$ cat src/rtl/cpu_pkg.sv
// Shared CPU definitions: interrupt FSM state encoding, vector address default, CCR flag bit positions.
package cpu_pkg;

  localparam logic [2:0] ST_IDLE     = 3'd0;
  localparam logic [2:0] ST_STALL    = 3'd1;
  localparam logic [2:0] ST_PUSH_PC  = 3'd2;
  localparam logic [2:0] ST_PUSH_FLG = 3'd3;
  localparam logic [2:0] ST_RD_VEC   = 3'd4;
  localparam logic [2:0] ST_JUMP     = 3'd5;

  typedef enum logic [2:0] {
    S_IDLE     = ST_IDLE,
    S_STALL    = ST_STALL,
    S_PUSH_PC  = ST_PUSH_PC,
    S_PUSH_FLG = ST_PUSH_FLG,
    S_RD_VEC   = ST_RD_VEC,
    S_JUMP     = ST_JUMP
  } intr_state_t;

  localparam logic [7:0] VEC_ADDR_DEF = 8'h01;

  localparam int FLG_Z = 0;
  localparam int FLG_N = 1;
  localparam int FLG_C = 2;
  localparam int FLG_V = 3;

  // Stack image of the CCR: flags in the low nibble, upper nibble zero.
  function automatic logic [7:0] flags_byte(input logic [3:0] f);
    return {4'b0000, f[FLG_V], f[FLG_C], f[FLG_N], f[FLG_Z]};
  endfunction

endpackage

$ cat src/rtl/intr_controller_if.sv
// Data-memory port as seen by the interrupt sequencer; the access completes in the cycle mem_gnt is high.
interface intr_controller_if;
  logic       mem_req;
  logic       mem_we;
  logic [7:0] mem_addr;
  logic [7:0] mem_wdata;
  logic       mem_gnt;
  logic [7:0] mem_rdata;

  modport master (
    output mem_req, mem_we, mem_addr, mem_wdata,
    input  mem_gnt, mem_rdata
  );

  modport slave (
    input  mem_req, mem_we, mem_addr, mem_wdata,
    output mem_gnt, mem_rdata
  );
endinterface

$ cat src/rtl/intr_sync_edge.sv
// STAGES-flop synchroniser for an asynchronous line plus rising-edge detect on the last stage.
// o_rise is combinational from flops and high for one cycle per synchronised 0->1 transition.
module intr_sync_edge #(
  parameter int STAGES = 2
) (
  input  logic CLK,
  input  logic RST,
  input  logic i_async,
  output logic o_rise
);

  logic [STAGES-1:0] r_sync;
  logic              r_last;

  always_ff @(posedge CLK) begin
    if (RST) begin
      r_sync <= '0;
      r_last <= 1'b0;
    end else begin
      r_sync <= {r_sync[STAGES-2:0], i_async};
      r_last <= r_sync[STAGES-1];
    end
  end

  assign o_rise = r_sync[STAGES-1] & ~r_last;

endmodule

$ cat src/rtl/intr_controller.sv
// Interrupt entry sequencer: stall fetch, drain pipe, push PC and flags, read vector, load PC.
// Pulse-to-pc_load latency is SYNC_STAGES+5 cycles; waits indefinitely on pipe_empty and mem_gnt.
module intr_controller
  import cpu_pkg::*;
#(
  parameter logic [7:0] VEC_ADDR    = VEC_ADDR_DEF,
  parameter int         SYNC_STAGES = 2
) (
  input  logic                      CLK,
  input  logic                      RST,
  input  logic                      INTR_in,
  input  logic                      int_en,
  input  logic                      pipe_empty,
  input  logic [7:0]                pc_in,
  input  logic [3:0]                flags_in,
  input  logic [7:0]                sp_in,
  input  logic                      rti_done,
  output logic                      stall_fetch,
  intr_controller_if.master         mem,
  output logic                      sp_dec,
  output logic                      pc_load,
  output logic [7:0]                pc_load_val,
  output logic                      in_service
);

  intr_state_t r_state;
  intr_state_t w_next;
  logic        r_pending;
  logic        r_in_service;
  logic [7:0]  r_pc_load_val;
  logic        w_rise;
  logic        w_enter_jump;
  logic        w_stall;
  logic        w_req;
  logic        w_we;
  logic [7:0]  w_addr;
  logic [7:0]  w_wdata;
  logic        w_sp_dec;
  logic        w_pc_load;

  intr_sync_edge #(.STAGES(SYNC_STAGES)) u_sync (
    .CLK     (CLK),
    .RST     (RST),
    .i_async (INTR_in),
    .o_rise  (w_rise)
  );

  // A fresh edge in the JUMP-entry cycle outranks the clear, so it is not lost.
  always_ff @(posedge CLK) begin
    if (RST) begin
      r_state       <= S_IDLE;
      r_pending     <= 1'b0;
      r_in_service  <= 1'b0;
      r_pc_load_val <= 8'h00;
    end else begin
      r_state      <= w_next;
      r_pending    <= w_rise | (r_pending & ~w_enter_jump);
      r_in_service <= w_enter_jump | (r_in_service & ~rti_done);
      if (w_enter_jump) begin
        r_pc_load_val <= mem.mem_rdata;
      end
    end
  end

  always_comb begin
    w_next       = r_state;
    w_stall      = 1'b0;
    w_req        = 1'b0;
    w_we         = 1'b0;
    w_addr       = 8'h00;
    w_wdata      = 8'h00;
    w_sp_dec     = 1'b0;
    w_pc_load    = 1'b0;
    w_enter_jump = 1'b0;
    case (r_state)
      S_IDLE: begin
        if (r_pending && int_en && !r_in_service) w_next = S_STALL;
      end
      S_STALL: begin
        w_stall = 1'b1;
        if (pipe_empty) w_next = S_PUSH_PC;
      end
      S_PUSH_PC: begin
        w_stall = 1'b1;
        w_req   = 1'b1;
        w_we    = 1'b1;
        w_addr  = sp_in;
        w_wdata = pc_in;
        if (mem.mem_gnt) begin
          w_sp_dec = 1'b1;
          w_next   = S_PUSH_FLG;
        end
      end
      S_PUSH_FLG: begin
        w_stall = 1'b1;
        w_req   = 1'b1;
        w_we    = 1'b1;
        w_addr  = sp_in;
        w_wdata = flags_byte(flags_in);
        if (mem.mem_gnt) begin
          w_sp_dec = 1'b1;
          w_next   = S_RD_VEC;
        end
      end
      S_RD_VEC: begin
        w_stall = 1'b1;
        w_req   = 1'b1;
        w_addr  = VEC_ADDR;
        if (mem.mem_gnt) begin
          w_enter_jump = 1'b1;
          w_next       = S_JUMP;
        end
      end
      S_JUMP: begin
        w_stall   = 1'b1;
        w_pc_load = 1'b1;
        w_next    = S_IDLE;
      end
      default: w_next = S_IDLE;
    endcase
  end

  assign stall_fetch   = w_stall;
  assign mem.mem_req   = w_req;
  assign mem.mem_we    = w_we;
  assign mem.mem_addr  = w_addr;
  assign mem.mem_wdata = w_wdata;
  assign sp_dec        = w_sp_dec;
  assign pc_load       = w_pc_load;
  assign pc_load_val   = r_pc_load_val;
  assign in_service    = r_in_service;

endmodule

$ cat src/flat_wrapper.sv
// flat-port wrapper written by rule: the top's interface ports become plain ports
module intr_controller_flat import cpu_pkg::*;
#(
  parameter logic [7:0] VEC_ADDR    = VEC_ADDR_DEF,
  parameter int         SYNC_STAGES = 2
)
  (CLK, RST, INTR_in, int_en, pipe_empty, pc_in, flags_in, sp_in, rti_done, stall_fetch, sp_dec, pc_load, pc_load_val, in_service, mem_mem_req, mem_mem_we, mem_mem_addr, mem_mem_wdata, mem_mem_gnt, mem_mem_rdata);
  intr_controller_if mem_i ();
  input  logic CLK;
  input  logic RST;
  input  logic INTR_in;
  input  logic int_en;
  input  logic pipe_empty;
  input  logic [7:0] pc_in;
  input  logic [3:0] flags_in;
  input  logic [7:0] sp_in;
  input  logic rti_done;
  output logic stall_fetch;
  output logic sp_dec;
  output logic pc_load;
  output logic [7:0] pc_load_val;
  output logic in_service;
  output wire logic [$bits(mem_i.mem_req)-1:0] mem_mem_req;
  output wire logic [$bits(mem_i.mem_we)-1:0] mem_mem_we;
  output wire logic [$bits(mem_i.mem_addr)-1:0] mem_mem_addr;
  output wire logic [$bits(mem_i.mem_wdata)-1:0] mem_mem_wdata;
  input wire logic [$bits(mem_i.mem_gnt)-1:0] mem_mem_gnt;
  input wire logic [$bits(mem_i.mem_rdata)-1:0] mem_mem_rdata;
  assign mem_mem_req = mem_i.mem_req;
  assign mem_mem_we = mem_i.mem_we;
  assign mem_mem_addr = mem_i.mem_addr;
  assign mem_mem_wdata = mem_i.mem_wdata;
  assign mem_i.mem_gnt = mem_mem_gnt;
  assign mem_i.mem_rdata = mem_mem_rdata;
  intr_controller #(.VEC_ADDR(VEC_ADDR), .SYNC_STAGES(SYNC_STAGES)) u_core (.CLK(CLK), .RST(RST), .INTR_in(INTR_in), .int_en(int_en), .pipe_empty(pipe_empty), .pc_in(pc_in), .flags_in(flags_in), .sp_in(sp_in), .rti_done(rti_done), .stall_fetch(stall_fetch), .mem(mem_i), .sp_dec(sp_dec), .pc_load(pc_load), .pc_load_val(pc_load_val), .in_service(in_service));
endmodule
$ cat config.mk
export PLATFORM = sky130hd
export DESIGN_NAME = intr_controller_flat
export DESIGN_NICKNAME = d
export VERILOG_FILES = /design/src/rtl/cpu_pkg.sv /design/src/rtl/intr_controller_if.sv /design/src/rtl/intr_sync_edge.sv /design/src/rtl/intr_controller.sv /design/src/flat_wrapper.sv
export SDC_FILE = /design/constraint.sdc
export NUM_CORES = 1
export LEC_CHECK = 0
export CAP_MARGIN = 20
export CELL_PAD_IN_SITES_DETAIL_PLACEMENT = 0
export CELL_PAD_IN_SITES_GLOBAL_PLACEMENT = 2
export CORE_MARGIN = 2
export CORE_UTILIZATION = 31
export DETAILED_ROUTE_END_ITERATION = 16
export DONT_BUFFER_PORTS = 1
export PLACE_DENSITY = 0.76
export REMOVE_ABC_BUFFERS = 1
export SLEW_MARGIN = 10
export SYNTH_ARGS = -nofsm -noshare
export SYNTH_HDL_FRONTEND = slang
export SYNTH_SLANG_ARGS = --single-unit
$ cat constraint.sdc
create_clock -name CLK -period 2.6 [get_ports CLK]
set_input_delay 0.65 -clock CLK [delete_from_list [all_inputs] [get_ports CLK]]
set_output_delay 0.65 -clock CLK [all_outputs]
set_load 0.01 [all_outputs]
==> results of run 1 <==
synthesized netlist by cell type:
cell type | instances | area (sq um)
a21oi_1 | 13 | 65.1
and3b_1 | 2 | 17.5
and4bb_2 | 2 | 25.0
buf_4 | 3 | 22.5
and2_1 | 12 | 75.1
nand3_1 | 1 | 5.00
nand2b_1 | 2 | 12.5
mux2i_1 | 4 | 40.0
nand4b_1 | 1 | 8.76
or2b_4 | 1 | 11.3
clkbuf_1 | 1 | 3.75
buf_6 | 2 | 22.5
nor2_1 | 7 | 26.3
a31oi_1 | 2 | 12.5
inv_1 | 1 | 3.75
nor3_1 | 2 | 10.0
nand2_1 | 22 | 82.6
buf_2 | 1 | 5.00
nor2b_1 | 5 | 31.3
dfxtp_1 | 16 | 320
nand4bb_1 | 1 | 11.3
cell families (layout without fill, tap and decap cells):
logic type,Yosys count,in the layout
and+or+nand+nor,58,58
DFF,16,16
AOI/OAI and AO/OA,15,15
buffers and inverters,8,5
muxes,4,4
per-stage QoR:
stage	util (%)	hold slack, ns	instance area [sq um]	instances	power, uW
floorplan	-	0.414	758	94	277
global placement	32.1	0.426	796	124	279
detailed placement	32.1	0.444	796	124	279
CTS	33.6	0.409	832	128	444
global route	33.6	0.392	832	128	461
finish	33.6	0.417	832	128	438
registers in the layout, summed over array words and instances, names as in the netlist:
signal and cells:
u_core.u_sync.r_sync 2, u_core.in_service 1, u_core.pc_load_val 8, u_core.r_state 3
u_core.r_pending 1, u_core.u_sync.r_last 1
metal layers:
layer | vias up | wire [um]
met5 | - | 0
met4 | 0 | 13
met3 | 2 | 223
met2 | 39 | 744
met1 | 276 | 686
li1 | 326 | -
worst paths after layout:
| kind | slack, ns | end | startpoint |
|---|---|---|---|
| worst min-delay path | 0.42 | u_core.pc_load_val[4]$_SDFFE_PP0P_ | RST |
| worst max-delay path | 0.37 | mem_mem_addr[1] | u_core.r_state[1]$_SDFFE_PP0P_ |
| worst max register to register | 1.11 | u_core.r_pending$_SDFF_PP0_ | u_core.r_state[0]$_SDFFE_PP0P_ |
| worst min register to register | 0.46 | u_core.u_sync.r_sync[1]$_SDFF_PP0_ | u_core.u_sync.r_sync[0]$_SDFF_PP0_ |
final cells by class:
type                    instances  area (sq um)  area share [%]
multi-input cells              77           434            52.2
clock buffers                   4          36.3            4.36
inverters                       1          3.75           0.451
well taps                      30          37.5            4.51
flip-flops and latches         16           320            38.5
cells in the final DEF, fill, tap and decap left out, types with 3 or more instances in the layout:
cell type and n:
mux2i_1 4, nand2_1 22, and2_1 12, clkbuf_4 3
a21oi_1 13, nor2b_1 5, dfxtp_1 16, nor2_1 7
power groups by stage:
stage                     combinational [uW]  sequential, uW  clock, uW
after floorplan                         19.0             257          0
after global placement                  20.8             258          0
after detailed placement                20.9             259          0
after CTS                               21.0             253        171
after global routing                    23.8             254        183
final                                   20.6             253        165
==> flow_metrics.env, run 1 <==
export IMPL_status="completed"
export IMPL_fmax_mhz=449
export IMPL_grt_max_degree=17
export IMPL_initialDrtViolationCount=6
export IMPL_crit_cells=3
export IMPL_synthSimpleGateAreaFrac_pct=39.0
export IMPL_routabilityCongestion=0.706
export IMPL_startpoint_type="register"
export IMPL_grt_pass1_vias=550
export IMPL_dp_slack_ns=0.679
export IMPL_synth_fa_ha_area_share_pct=0
export IMPL_post_cts_buffers=0
export IMPL_area_growth_pct=2.47
export IMPL_vias=643
export IMPL_max_stage_delay_ns=0.50
export IMPL_postSynthAreaPerCell_sq_um=8.04
export IMPL_irDropWorstVdd_uv=276
export IMPL_cts_clk_slew_worst_paths_ns=0.10
export IMPL_synth_warnings=0
export IMPL_cpMaxStageDelayCell="dfxtp_1"
export IMPL_coreArea_sq_mm=0.00248
export IMPL_grt_pass1_wl_um=2370
export IMPL_wl_um=1670
export IMPL_initial_utilization_pct=32.8
export IMPL_worstPathBufferInverterCount=1
export IMPL_synth_area_sq_um=812
export IMPL_reg2regPathDepth=3
export IMPL_rows=18
export IMPL_dpl_hpwl_um=1230
export IMPL_use_met2_pct=16.5
export IMPL_setup_worst_path_class="reg -> out"
export IMPL_grt_overflow_total=0
export IMPL_critical_path_top_delay_family="simple AND/OR/NAND/NOR gates"
export IMPL_p_switching_uw=93.5
export IMPL_fin_crit_ns=2.23
export IMPL_antenna_found_initial=0
export IMPL_synth_cell_types=21
export IMPL_layout_drive_gt1_share_pct=7.14
export IMPL_worst_slack_ns=0.371
export IMPL_track_usage_pct=11.1
export IMPL_power_frac_seq_pct=57.7
export IMPL_synthCells=101
export IMPL_drv_cap=0
export IMPL_muxShareOfSynthArea_pct=4.93
export IMPL_ys_seq_area_share_pct=39.4
export IMPL_crit_path_end_kind="output port"
export IMPL_hold_class="in -> reg"
export IMPL_grt_use_met1_pct=13.7
export IMPL_grt_use_met3_pct=3.23
export IMPL_hold_viol_final=0
export IMPL_cts_resized=0
export IMPL_dieArea_sq_mm=0.00304
export IMPL_synth_compound_area_share_pct=9.55
export IMPL_crit_fanout=12
export IMPL_ys_seq_elements=16
export IMPL_tritoncts="done"
export IMPL_cts_sinks=16
export IMPL_cts_made_buffers=3
export IMPL_wire_per_inst_um=13.0
export IMPL_grt_most_used_layer="met2"
export IMPL_slew_violations=0
export IMPL_dr_pass1_iters=3
export IMPL_hold_depth=1
export IMPL_synth_top_family_by_area="simple AND/OR/NAND/NOR gates"
export IMPL_fin_tns_setup_ns=0
export IMPL_insertion_delay_ns=0.28
export IMPL_antenna_left=0
export IMPL_n_fill_cell=286
export IMPL_p_comb_share_pct=4.7
export IMPL_die_w_um=55.2
export IMPL_arrival_ns=1.58
export IMPL_clkPwrFrac_pct=37.6
export IMPL_nets=134
export IMPL_slew_headroom_pct=65.7
export IMPL_drc_errors=0
export IMPL_p_leak_uw=0.000307
export IMPL_power_density_mw_per_mm2=526
export IMPL_cts_root_buffer="clkbuf_4"
export IMPL_finClkSkew_ns=0.00437
export IMPL_crit_required_ns=1.95
export IMPL_worstMarginPinSlew_ns=0.512
export IMPL_switching_share_pct=21.3
export IMPL_viasPerCell=5.02
export IMPL_io_buffers=0
export IMPL_htree_num_levels=1
export IMPL_synth_xor_area_share_pct=0
export IMPL_fp_dieH_um=55.2
export IMPL_n_antenna_cell=0
export IMPL_clk_path_buf_depth=2
export IMPL_holdBufCountCts=0
export IMPL_setup_violations=0
export IMPL_crit_chain="or2b_4 -> inv_1 -> and2_1"
export IMPL_p_int_uw=344
export IMPL_rsz0062_at_grt="false"
export IMPL_post_route_period_util_pct=85.7
export IMPL_pin_count=65
(Power assumes the default switching activity.)
==> run 2, diff against run 1 <==
--- a/config.mk
+++ b/config.mk
@@ -14,6 +14,7 @@
 export DONT_BUFFER_PORTS = 1
 export PLACE_DENSITY = 0.76
 export REMOVE_ABC_BUFFERS = 1
+export SETUP_SLACK_MARGIN = 0.4
 export SLEW_MARGIN = 10
 export SYNTH_ARGS = -nofsm -noshare
 export SYNTH_HDL_FRONTEND = slang
==> run 2 against run 1 <==
Non-clock buffer count stayed put; design area is 0.15% higher; flip-flop and latch count stayed put; largest power group unchanged; sequential power hardly changed; clock-buffer cell count stayed put; critical endpoint unchanged; utilization is 0.050 points higher; highest routed layer unchanged.
==> flow_metrics.env, run 2 (synthesis results as in run 1) <==
export IMPL_clkPwrFrac_pct=37.6
export IMPL_r2r_end="u_core.r_pending$_SDFF_PP0_"
export IMPL_insertion_delay_ns=0.28
export IMPL_reg2regPathDepth=3
export IMPL_dpl_hpwl_um=1230
export IMPL_cts_sinks=16
export IMPL_post_cts_buffers=0
export IMPL_wire_per_inst_um=13.0
export IMPL_p_leak_uw=0.000307
export IMPL_setup_worst_path_class="reg -> out"
export IMPL_hold_depth=1
export IMPL_finClkSkew_ns=0.00437
export IMPL_status="completed"
export IMPL_fin_crit_ns=2.13
export IMPL_stdcell_count=128
export IMPL_hold_viol_final=0
export IMPL_arrival_ns=1.48
export IMPL_p_int_uw=345
export IMPL_power_density_mw_per_mm2=526
export IMPL_coreArea_sq_mm=0.00248
export IMPL_crit_required_ns=1.95
export IMPL_htree_num_levels=1
export IMPL_r2r_start="u_core.r_state[0]$_SDFFE_PP0P_"
export IMPL_irDropWorstVdd_uv=276
export IMPL_tritoncts="done"
export IMPL_drc_errors=0
export IMPL_pin_count=65
export IMPL_holdBufCountCts=0
export IMPL_cp_endpoint="mem_mem_addr[1]"
export IMPL_p_switching_uw=93.5
export IMPL_fp_dieH_um=55.2
export IMPL_grt_max_degree=17
export IMPL_startpoint_type="register"
export IMPL_grt_pass1_vias=550
export IMPL_wl_um=1670
export IMPL_viasPerCell=5.02
export IMPL_cts_made_buffers=3
export IMPL_routabilityCongestion=0.706
export IMPL_slew_headroom_pct=65.7
export IMPL_slew_violations=0
export IMPL_setup_violations=0
export IMPL_cts_resized=1
export IMPL_track_usage_pct=11.1
export IMPL_final_common_cell="nand2_1"
export IMPL_place_inst=124
export IMPL_crit_path_end_kind="output port"
export IMPL_crit_fanout=12
export IMPL_grt_overflow_total=0
export IMPL_rows=18
export IMPL_drv_cap=0
export IMPL_rsz0062_at_grt="true"
export IMPL_clk_path_buf_depth=2
export IMPL_initial_utilization_pct=32.8
export IMPL_initialDrtViolationCount=6
export IMPL_die_w_um=55.2
export IMPL_antenna_found_initial=0
export IMPL_nets=134
export IMPL_area_growth_pct=2.62
export IMPL_largest_reg_flops=8
export IMPL_switching_share_pct=21.3
export IMPL_fmax_mhz=469
export IMPL_layout_common_cells="nand2_1, dfxtp_1, a21oi_1"
export IMPL_n_antenna_cell=0
export IMPL_fin_tns_setup_ns=0
export IMPL_p_comb_share_pct=4.7
export IMPL_cts_root_buffer="clkbuf_4"
export IMPL_antenna_left=0
export IMPL_cts_clk_slew_worst_paths_ns=0.10
export IMPL_ff2ff_setup_slack_ns=1.11
export IMPL_power_frac_seq_pct=57.7
export IMPL_io_buffers=0
export IMPL_dieArea_sq_mm=0.00304
export IMPL_dr_pass1_iters=3
export IMPL_cp_startpoint="u_core.r_state[1]$_SDFFE_PP0P_"
export IMPL_vias=643
export IMPL_post_route_period_util_pct=82.0
export IMPL_layout_drive_gt1_share_pct=8.16
export IMPL_worstMarginPinSlew_ns=0.512
export IMPL_grt_pass1_wl_um=2370
export IMPL_hold_class="in -> reg"
## run 2: changes by cell type in the layout (fill, tap and decap cells not counted)
cell     previous run  this run
dfxtp_2             0         1
dfxtp_1            16        15
## run 2: power by group through the flow
stage               registers (uW)  logic (uW)  clock network, uW
global route                   254        23.8                183
floorplan                      257        19.0                  0
detailed placement             259        20.9                  0
finish                         253        20.6                165
CTS                            253        21.0                171
global placement               258        20.8                  0
## run 2: final cells by class
class	instances	area, sq um
tap	30	37.5
fill	286	1640
sequential	16	322
multi-input combinational	77	434
inverter	1	3.75
clock buffer	4	36.3
## run 2: through the flow
| step | setup slack, ns | cell area, sq um | total power [uW] | hold WS (ns) | util (%) |
|---|---|---|---|---|---|
| floorplan | 0.803 | 758 | 277 | 0.414 | - |
| global placement | 0.725 | 796 | 279 | 0.426 | 32.1 |
| detailed placement | 0.679 | 796 | 279 | 0.444 | 32.1 |
| CTS | 0.441 | 833 | 444 | 0.409 | 33.6 |
| global route | 0.353 | 833 | 461 | 0.392 | 33.6 |
| finish | 0.469 | 833 | 438 | 0.417 | 33.6 |
## run 2: worst max-delay path, cell delays in order, from the launching register on
cell and delay, ns:
dfxtp_2 0.42, or2b_4 0.32, inv_1 0.23, and2_1 0.23
## run 2: layer usage
layer / vias up / share of wire (%) / global-route usage, % / wire length [um]
met4: 0 / 0.78 / 7.32 / 13
met2: 39 / 45 / 16.5 / 744
li1: 326 / - / - / -
met5: - / 0 / 0 / 0
met3: 2 / 13 / 3.23 / 223
met1: 276 / 41 / 13.7 / 686
## run 2: worst min-delay path by stage
stage	startpoint	end	slack, ns
CTS	RST	u_core.pc_load_val[6]$_SDFFE_PP0P_	0.41
global route	RST	u_core.pc_load_val[2]$_SDFFE_PP0P_	0.39
detailed placement	u_core.u_sync.r_sync[0]$_SDFF_PP0_	u_core.u_sync.r_sync[1]$_SDFF_PP0_	0.44
finish	RST	u_core.pc_load_val[4]$_SDFFE_PP0P_	0.42
floorplan	u_core.u_sync.r_sync[0]$_SDFF_PP0_	u_core.u_sync.r_sync[1]$_SDFF_PP0_	0.41
global placement	u_core.u_sync.r_sync[0]$_SDFF_PP0_	u_core.u_sync.r_sync[1]$_SDFF_PP0_	0.43
